$ cat src/rtl/game_flow_ctrl.sv
// game_flow_ctrl
// Sequences the VGA object multiplexer through five phases: title,
// countdown, play, pause and game over. It changes phase only on a frame
// boundary, so the screen never switches in the middle of a frame.
//
// Ports:
//   clk          system clock
//   reset        asynchronous, active-high reset
//   startOfFrame one-cycle pulse per VGA frame
//   startKey     debounced start button (level)
//   pauseKey     debounced pause button (level)
//   p1Lose       player 1 lost (level or pulse)
//   p2Lose       player 2 lost (level or pulse)
//   enable_game  1 = game objects drawn, 0 = screen bitmap drawn
//   screenSel    bitmap select: 0 title, 1 countdown, 2 game over, 3 pause
//   countValue   countdown digit
//   winner       00 none, 01 player 1, 10 player 2, 11 draw
//   roundReset   one-cycle pulse that reinitialises the game objects
module game_flow_ctrl #(
  parameter int COUNT_FRAMES = 60,
  parameter int COUNT_STEPS  = 3,
  parameter int OVER_FRAMES  = 300
) (
  input  logic       clk,
  input  logic       reset,
  input  logic       startOfFrame,
  input  logic       startKey,
  input  logic       pauseKey,
  input  logic       p1Lose,
  input  logic       p2Lose,
  output logic       enable_game,
  output logic [1:0] screenSel,
  output logic [2:0] countValue,
  output logic [1:0] winner,
  output logic       roundReset
);

  localparam int MAX_FRAMES = (COUNT_FRAMES > OVER_FRAMES) ? COUNT_FRAMES : OVER_FRAMES;
  localparam int CNT_W      = (MAX_FRAMES > 1) ? $clog2(MAX_FRAMES) : 1;
  localparam logic [CNT_W-1:0] CD_LAST = CNT_W'(COUNT_FRAMES - 1);
  localparam logic [CNT_W-1:0] OV_LAST = CNT_W'(OVER_FRAMES - 1);
  localparam logic [2:0]       STEPS   = 3'(COUNT_STEPS);

  typedef enum logic [2:0] {
    ST_TITLE     = 3'd0,
    ST_COUNTDOWN = 3'd1,
    ST_PLAY      = 3'd2,
    ST_PAUSE     = 3'd3,
    ST_OVER      = 3'd4
  } state_t;

  state_t           state_q, state_d;
  logic             start_key_q, pause_key_q;
  logic             start_latch_q, start_latch_d;
  logic             pause_latch_q, pause_latch_d;
  logic             lose1_q, lose1_d;
  logic             lose2_q, lose2_d;
  logic [CNT_W-1:0] frame_cnt_q, frame_cnt_d;
  logic             enable_game_q, enable_game_d;
  logic [1:0]       screen_sel_q, screen_sel_d;
  logic [2:0]       count_value_q, count_value_d;
  logic [1:0]       winner_q, winner_d;
  logic             round_reset_q, round_reset_d;

  logic start_edge_s, pause_edge_s;
  logic pend_start_s, pend_pause_s;
  logic loss1_s, loss2_s;

  assign start_edge_s = startKey & ~start_key_q;
  assign pause_edge_s = pauseKey & ~pause_key_q;
  // An edge in the frame-boundary cycle itself counts for that frame.
  assign pend_start_s = start_latch_q | start_edge_s;
  assign pend_pause_s = pause_latch_q | pause_edge_s;
  assign loss1_s      = lose1_q | p1Lose;
  assign loss2_s      = lose2_q | p2Lose;

  // Next-state, latch, counter and output decode.
  always_comb begin
    state_d       = state_q;
    frame_cnt_d   = frame_cnt_q;
    count_value_d = count_value_q;
    winner_d      = winner_q;
    round_reset_d = 1'b0;
    // Key latches are dropped on every frame boundary, consumed or not.
    start_latch_d = startOfFrame ? 1'b0 : (start_latch_q | start_edge_s);
    pause_latch_d = startOfFrame ? 1'b0 : (pause_latch_q | pause_edge_s);
    lose1_d       = lose1_q;
    lose2_d       = lose2_q;
    if (state_q == ST_PLAY) begin
      lose1_d = loss1_s;
      lose2_d = loss2_s;
    end else begin
      lose1_d = lose1_q;
      lose2_d = lose2_q;
    end

    if (startOfFrame) begin
      case (state_q)
        ST_TITLE: begin
          if (pend_start_s) begin
            state_d       = ST_COUNTDOWN;
            count_value_d = STEPS;
            frame_cnt_d   = '0;
            winner_d      = 2'b00;
            round_reset_d = 1'b1;
            lose1_d       = 1'b0;
            lose2_d       = 1'b0;
          end else begin
            state_d = ST_TITLE;
          end
        end
        ST_COUNTDOWN: begin
          if (frame_cnt_q == CD_LAST) begin
            frame_cnt_d = '0;
            if (count_value_q > 3'd1) begin
              count_value_d = count_value_q - 3'd1;
            end else begin
              count_value_d = 3'd0;
              state_d       = ST_PLAY;
            end
          end else begin
            frame_cnt_d = frame_cnt_q + CNT_W'(1);
          end
        end
        ST_PLAY: begin
          // A loss outranks a pause requested in the same frame.
          if (loss1_s || loss2_s) begin
            state_d     = ST_OVER;
            winner_d    = {loss1_s, loss2_s};
            frame_cnt_d = '0;
          end else if (pend_pause_s) begin
            state_d     = ST_PAUSE;
            frame_cnt_d = '0;
          end else begin
            state_d = ST_PLAY;
          end
        end
        ST_PAUSE: begin
          if (pend_pause_s) begin
            state_d     = ST_PLAY;
            frame_cnt_d = '0;
          end else begin
            state_d = ST_PAUSE;
          end
        end
        ST_OVER: begin
          if (frame_cnt_q == OV_LAST) begin
            state_d     = ST_TITLE;
            frame_cnt_d = '0;
          end else begin
            frame_cnt_d = frame_cnt_q + CNT_W'(1);
          end
        end
        default: begin
          state_d     = ST_TITLE;
          frame_cnt_d = '0;
        end
      endcase
    end else begin
      state_d = state_q;
    end

    // Outputs follow the next state so they are registered with it.
    case (state_d)
      ST_TITLE:     begin enable_game_d = 1'b0; screen_sel_d = 2'd0; end
      ST_COUNTDOWN: begin enable_game_d = 1'b0; screen_sel_d = 2'd1; end
      ST_PLAY:      begin enable_game_d = 1'b1; screen_sel_d = 2'd0; end
      ST_PAUSE:     begin enable_game_d = 1'b0; screen_sel_d = 2'd3; end
      ST_OVER:      begin enable_game_d = 1'b0; screen_sel_d = 2'd2; end
      default:      begin enable_game_d = 1'b0; screen_sel_d = 2'd0; end
    endcase
  end

  // State, latches, counters and registered outputs.
  always_ff @(posedge clk or posedge reset) begin
    if (reset) begin
      state_q       <= ST_TITLE;
      start_key_q   <= 1'b0;
      pause_key_q   <= 1'b0;
      start_latch_q <= 1'b0;
      pause_latch_q <= 1'b0;
      lose1_q       <= 1'b0;
      lose2_q       <= 1'b0;
      frame_cnt_q   <= '0;
      enable_game_q <= 1'b0;
      screen_sel_q  <= 2'd0;
      count_value_q <= 3'd0;
      winner_q      <= 2'b00;
      round_reset_q <= 1'b0;
    end else begin
      state_q       <= state_d;
      start_key_q   <= startKey;
      pause_key_q   <= pauseKey;
      start_latch_q <= start_latch_d;
      pause_latch_q <= pause_latch_d;
      lose1_q       <= lose1_d;
      lose2_q       <= lose2_d;
      frame_cnt_q   <= frame_cnt_d;
      enable_game_q <= enable_game_d;
      screen_sel_q  <= screen_sel_d;
      count_value_q <= count_value_d;
      winner_q      <= winner_d;
      round_reset_q <= round_reset_d;
    end
  end

  assign enable_game = enable_game_q;
  assign screenSel   = screen_sel_q;
  assign countValue  = count_value_q;
  assign winner      = winner_q;
  assign roundReset  = round_reset_q;

endmodule

$ cat config.mk
export PLATFORM = sky130hd
export DESIGN_NAME = game_flow_ctrl
export DESIGN_NICKNAME = d
export VERILOG_FILES = /design/src/rtl/game_flow_ctrl.sv
export SDC_FILE = /design/constraint.sdc
export NUM_CORES = 1
export LEC_CHECK = 0
export CORE_ASPECT_RATIO = 0.6
export CORE_MARGIN = 2
export CORE_UTILIZATION = 59
export DETAILED_ROUTE_END_ITERATION = 16
export GPL_TIMING_DRIVEN = 0
export HOLD_SLACK_MARGIN = 0.1
export PLACE_DENSITY = 0.83
export SLEW_MARGIN = 20
export SYNTH_ARGS = -nofsm -noshare
export SYNTH_HDL_FRONTEND = slang
export SYNTH_SLANG_ARGS = --single-unit
$ cat constraint.sdc
create_clock -name clk -period 4 [get_ports clk]
set_input_delay 0.6 -clock clk [delete_from_list [all_inputs] [get_ports clk]]
set_output_delay 0.6 -clock clk [all_outputs]
set_load 0.1 [all_outputs]
==> results.json, run 1 <==
{
  "htreeDepth": 1,
  "power_density_nw_per_um2": 424,
  "synth-simple-area-share": 0.241,
  "rrSetupSlack_ps": 2080,
  "initial_core_util": 0.610,
  "numClockSinks": 27,
  "via_count": 1211,
  "maxSlewViolCount": 0,
  "synth_top_family_by_area": "simple AND/OR/NAND/NOR gates",
  "drt-total-wl_mm": 3.19,
  "syn_area_um2": 1500,
  "grt_pass1_vias": 1142,
  "antenna_cells": 0,
  "post-dp-hpwl_mm": 2.31,
  "setup_violations": 0,
  "tightest_slew_ps": 980,
  "cts_inserted_buffers": 3,
  "routed_via_density": 6.02,
  "io_buffers": 15,
  "synth-adder-area-share": 0.0251,
  "syn-mean-instance-area_um2": 9.98,
  "hp-class": "reg -> reg",
  "crit_chain": "clkdlybuf4s50_1",
  "min_period_ps": 2460,
  "synth_compound_area_frac": 0.210,
  "power.switching_uw": 280,
  "pin_count": 16,
  "synthArstFlopShare": 1.00,
  "drtPass1Iterations": 4,
  "synth_ff_type": "dfrtp_1",
  "yosys_warnings": 0,
  "fmax_mhz": 406,
  "synth.area.top_cells": "dfrtp_1, nor2_1, inv_1",
  "min_from": "winner[0]",
  "worstHoldPathCells": 2,
  "yosysSeqAreaShare": 0.452,
  "critPathSlowestCell": "clkdlybuf4s50_1",
  "wl_per_cell_um": 15.8,
  "clkLatencyLatePin_ps": 280,
  "cts-root-buf": "clkbuf_8",
  "cellLeakagePower_uw": 0.000769,
  "slew-limit-headroom": 0.345,
  "critPathTopFamily": "buffers and inverters",
  "pwr-share-clk": 0.213,
  "r2r-end": "frame_cnt_q[2]",
  "die_area_um2": 2970,
  "p_comb_frac": 0.301,
  "synth.ff_latch_count": 27,
  "timing.hold.ws_ps": 525,
  "seqPwrFrac": 0.487,
  "dieWidth_um": 69.0,
  "synth.area.mux_share": 0.0201,
  "ctsLongestPathBuffers": 2,
  "p_int_uw": 455,
  "clk_transition_reported_paths_ps": 100,
  "rows": 14,
  "slowest_delay_ps": 1160,
  "crit_type": "reg -> out",
  "antenna_found_initial": 0,
  "cts_setup_buffers": 0,
  "start_kind": "flop",
  "nNetsFinal": 180,
  "path_buf_inv": 1,
  "reg2reg_depth": 7,
  "grt.total_usage": 0.239,
  "postRouteAntennaNets": 0,
  "setup.worst_path.end_class": "primary output",
  "synth-xor-area-share": 0,
  "grt.overflow.total": 0,
  "netlist_instances": 150,
  "period_share": 0.616,
  "crit_required_ps": 3400,
  "stdcell_count": 201,
  "synth_fp_nets": 160,
  "coreArea_um2": 2450,
  "worstHoldEndpoint": "winner[0]",
  "drc": 0,
  "nFillCells": 175,
  "dp.cells": 197,
  "drt_iter0_drc": 73,
  "cts_tree": "yes",
  "postCtsHoldBufs": 0,
  "grt_pass1_wl_mm": 5.38,
  "setup-tns-final_ps": 0,
  "rsz0062_at_grt": "no",
  "grt_max_degree": 28,
  "area_delta_synth_final_pct": 15.8,
  "vdd_drop_max_uv": 201,
  "die_y_um": 43.0,
  "cts_resized": 0,
  "synth_top_area_share": 0.452,
  "hold_viol": 0,
  "place.gp.congestion": 0.842,
  "outcome": "completed",
  "synth_edf_count": 0,
  "swShare": 0.380,
  "critPathArrivalTime_ps": 1860,
  "critPathMaxFanout": 5,
  "layout-drive-gt1-share": 0.112,
  "worst_r2r_startpoint": "frame_cnt_q[0]",
  "synth.distinct_cells": 49,
  "finClkSkew_ps": 11.2,
  "yosysTopAreaCell": "dfrtp_1",
  "drv_cap": 0
}
==> cells by family after synthesis <==
group | count (synthesis)
buffers and inverters | 18
flip-flops | 27
AO/OA/AOI/OAI | 39
AND/OR/NAND/NOR | 60
adder cells (fa/ha/maj) | 3
multiplexers | 3
==> synth_stat cells, types with 2 or more instances <==
cell	number
nor3b_1	2
ha_1	3
nand2b_1	5
nor4_1	2
a211o_1	2
nand2_1	7
dfrtp_1	27
o311ai_1	2
a21o_1	2
a32o_1	2
a21oi_1	6
nand3_1	6
or3_1	2
and2_1	3
nor2_1	16
inv_1	13
nor3_1	3
o21ai_0	9
nor2b_1	2
o21ai_1	2
buf_2	3
and3_1	2
mux2i_1	3
==> final cells by class <==
class | instances | area (um2) | share of cell area
plain buffers | 5 | 30.0 | 0.0173
clock buffers | 3 | 41.3 | 0.0238
clock inverters | 1 | 5.00 | 0.00289
inverters | 13 | 48.8 | 0.0282
multi-input cells | 105 | 742 | 0.428
flip-flops and latches | 27 | 676 | 0.390
well taps | 32 | 40.0 | 0.0231
repair buffers | 15 | 150 | 0.0866
==> cells in the final DEF, fill, tap and decap left out, drive strengths merged, types with 2 or more instances in the layout <==
cell type	netlist	final
nor3b	3	3
nor3	3	3
o311ai	2	2
nand4bb	2	2
a211o	2	2
nand2	7	7
clkdlybuf4s50	0	15
nor2	16	16
a32o	2	2
and3	2	2
o21ai	12	12
a21o	2	2
inv	13	13
and2	3	3
or3	3	3
a21oi	6	6
buf	4	4
nand3	6	6
dfrtp	27	27
nor2b	2	2
ha	3	3
nor4	3	3
nand2b	5	5
clkbuf	1	4
o31a	2	2
mux2i	3	3
==> registers in the layout (all words and copies together), names as in the netlist <==
| name | cells |
|---|---|
| screenSel | 2 |
| pause_key_q | 1 |
| start_key_q | 1 |
| pause_latch_q | 1 |
| enable_game | 1 |
| state_q | 3 |
| frame_cnt_q | 9 |
| lose1_q | 1 |
| start_latch_q | 1 |
| roundReset | 1 |
| lose2_q | 1 |
| winner | 2 |
| countValue | 3 |
==> power groups by stage <==
stage          sequential, uW  clock [uW]  combinational (uW)
2_1_floorplan             421           0                 101
5_1_grt                   363         175                 240
4_1_cts                   355         163                 221
6_report                  358         156                 221
3_3_place_gp              357           0                 212
3_5_place_dp              361           0                 220
==> stage by stage <==
| step | worst slack (ps) | power, uW | area, um2 | util |
|---|---|---|---|---|
| 4_1_cts | 1530 | 739 | 1730 | 0.707 |
| 3_5_place_dp | 1450 | 581 | 1690 | 0.688 |
| 2_1_floorplan | 1700 | 521 | 1500 | - |
| 6_report | 1540 | 735 | 1730 | 0.707 |
| 3_3_place_gp | 1490 | 569 | 1690 | 0.688 |
| 5_1_grt | 1500 | 779 | 1730 | 0.707 |
==> routing by layer <==
layer  vias up  wire length, um  global-route usage
li1        579                -                   -
met1       583             1500               0.333
met2        45             1440               0.358
met3         4              215              0.0713
met4         0               25              0.0863
met5         -                0                   0
==> worst max path at each step <==
stage / endpoint / slack [ps] / from / cells past startpoint
CTS: countValue[0] / 1530 / countValue[0] / 1
detailed placement: countValue[2] / 1450 / startOfFrame / 7
finish: countValue[0] / 1540 / countValue[0] / 1
global placement: countValue[2] / 1490 / startOfFrame / 7
global route: countValue[0] / 1500 / countValue[0] / 1
floorplan: enable_game / 1700 / countValue[1] / 7
(Power assumes the default switching activity.)
==> inputs of run 2 (changes only) <==
--- a/config.mk
+++ b/config.mk
@@ -7,11 +7,11 @@
 export LEC_CHECK = 0
 export CORE_ASPECT_RATIO = 0.6
 export CORE_MARGIN = 2
-export CORE_UTILIZATION = 59
+export CORE_UTILIZATION = 55
 export DETAILED_ROUTE_END_ITERATION = 16
 export GPL_TIMING_DRIVEN = 0
 export HOLD_SLACK_MARGIN = 0.1
-export PLACE_DENSITY = 0.83
+export PLACE_DENSITY = 0.78
 export SLEW_MARGIN = 20
 export SYNTH_ARGS = -nofsm -noshare
 export SYNTH_HDL_FRONTEND = slang
==> constraint.sdc (replaced) <==
create_clock -name clk -period 2.4 [get_ports clk]
set_input_delay 0.36 -clock clk [delete_from_list [all_inputs] [get_ports clk]]
set_output_delay 0.36 -clock clk [all_outputs]
set_load 0.1 [all_outputs]
==> run 2 against run 1 <==
Flip-flop and latch count unchanged. Sequential power is 67% higher. Design area unchanged.
==> results.json, run 2 (synthesis gave the netlist of run 1 again) <==
{
  "critPathTopFamily": "buffers and inverters",
  "min_period_ps": 2200,
  "maxSlewViolCount": 0,
  "critPathMaxFanout": 4,
  "cts-root-buf": "clkbuf_8",
  "grt_pass1_wl_mm": 5.44,
  "layout-drive-gt1-share": 0.107,
  "coreArea_um2": 2540,
  "pin_count": 16,
  "crit_type": "reg -> out",
  "cts_resized": 0,
  "nFillCells": 189,
  "area_delta_synth_final_pct": 15.8,
  "cellLeakagePower_uw": 0.000766,
  "stdcell_count": 201,
  "clkLatencyLatePin_ps": 270,
  "fmax_mhz": 454,
  "drc": 0,
  "drt_iter0_drc": 164,
  "slew-limit-headroom": 0.350,
  "htreeDepth": 1,
  "setup_violations": 0,
  "die_area_um2": 3170,
  "numClockSinks": 27,
  "ctsLongestPathBuffers": 2,
  "antenna_found_initial": 0,
  "mostFrequentLayoutCell": "dfrtp_1",
  "tightest_slew_ps": 972,
  "drtPass1Iterations": 5,
  "die_y_um": 44.4,
  "seq_area_um2": 676,
  "grt.overflow.total": 0,
  "slowest_delay_ps": 1150,
  "path_buf_inv": 1,
  "hp-class": "in -> async",
  "io_buffers": 15,
  "antenna_cells": 0,
  "initial_core_util": 0.589,
  "postCtsHoldBufs": 0,
  "largest_reg_flops": 9,
  "period_share": 0.917,
  "cts_setup_buffers": 0,
  "place.gp.congestion": 0.849,
  "hold_viol": 0,
  "grt_max_degree": 28,
  "outcome": "completed",
  "drv_cap": 0,
  "dieWidth_um": 71.3,
  "dp.cells": 197,
  "top_register": "frame_cnt_q",
  "crit_chain": "clkdlybuf4s50_1",
  "routed_via_density": 6.10,
  "rsz0062_at_grt": "no",
  "cts_tree": "yes",
  "grt.total_usage": 0.229,
  "finClkSkew_ps": 6.58,
  "power_density_nw_per_um2": 705,
  "setup.worst_path.end_class": "primary output",
  "post-dp-hpwl_mm": 2.41,
  "vdd_drop_max_uv": 535,
  "start_kind": "flop",
  "multiInputGateArea_um2": 742,
  "critPathArrivalTime_ps": 1840,
  "wl_per_cell_um": 16.3,
  "setup-tns-final_ps": 0,
  "nNetsFinal": 180,
  "postRouteAntennaNets": 0,
  "via_count": 1226,
  "final_cell_mix": "dfrtp_1, nor2_1, clkdlybuf4s50_1",
  "rows": 14,
  "drt-total-wl_mm": 3.27,
  "cts_inserted_buffers": 3,
  "crit_required_ps": 2040,
  "grt_pass1_vias": 1161,
  "clk_transition_reported_paths_ps": 90,
  "critPathSlowestCell": "clkdlybuf4s50_1"
}
run 2: cell count changes in the layout (fill, tap and decap cells not counted), sizes merged:
cell    delta
inv        -1
clkinv     +1
run 2: per-stage QoR:
| step | hold WS (ps) | setup WS, ps | utilization | total power, uW | area [um2] |
|---|---|---|---|---|---|
| 2_1_floorplan | 391 | 104 | - | 869 | 1500 |
| 3_3_place_gp | 507 | 121 | 0.664 | 951 | 1690 |
| 3_5_place_dp | 518 | 22.4 | 0.664 | 971 | 1690 |
| 4_1_cts | 533 | 195 | 0.682 | 1230 | 1730 |
| 5_1_grt | 543 | 152 | 0.682 | 1290 | 1730 |
| 6_report | 490 | 199 | 0.682 | 1220 | 1730 |
run 2: routing by layer:
metal  track usage  routed length, um
met2         0.343               1420
met1         0.324               1510
met3        0.0752                259
met5             0                  0
met4        0.0642                 76
run 2: path summary, 6_finish.rpt:
path	depth (start not counted)	slack [ps]	from	to
hold reg to reg	2	520	winner[1]	winner[1]
hold / removal	2	490	reset	winner[0]
setup reg to reg	7	440	frame_cnt_q[0]	frame_cnt_q[2]
max in group asynchronous	2	1460	reset	frame_cnt_q[6]
min in group clk	2	520	winner[1]	winner[1]
setup / recovery	1	200	countValue[2]	countValue[2]
run 2: final cells by class:
class | count | area share
Clock buffer | 3 | 0.0238
Multi-Input combinational cell | 105 | 0.428
Tap cell | 32 | 0.0231
Timing Repair Buffer | 15 | 0.0866
Sequential cell | 27 | 0.390
Clock inverter | 1 | 0.00289
Buffer | 5 | 0.0173
Inverter | 13 | 0.0282
run 2: where the power goes:
part / internal (uW) / switching (uW) / total, uW
registers: 514 / 84.2 / 598
clock network: 116 / 137 / 253
logic: 129 / 242 / 371
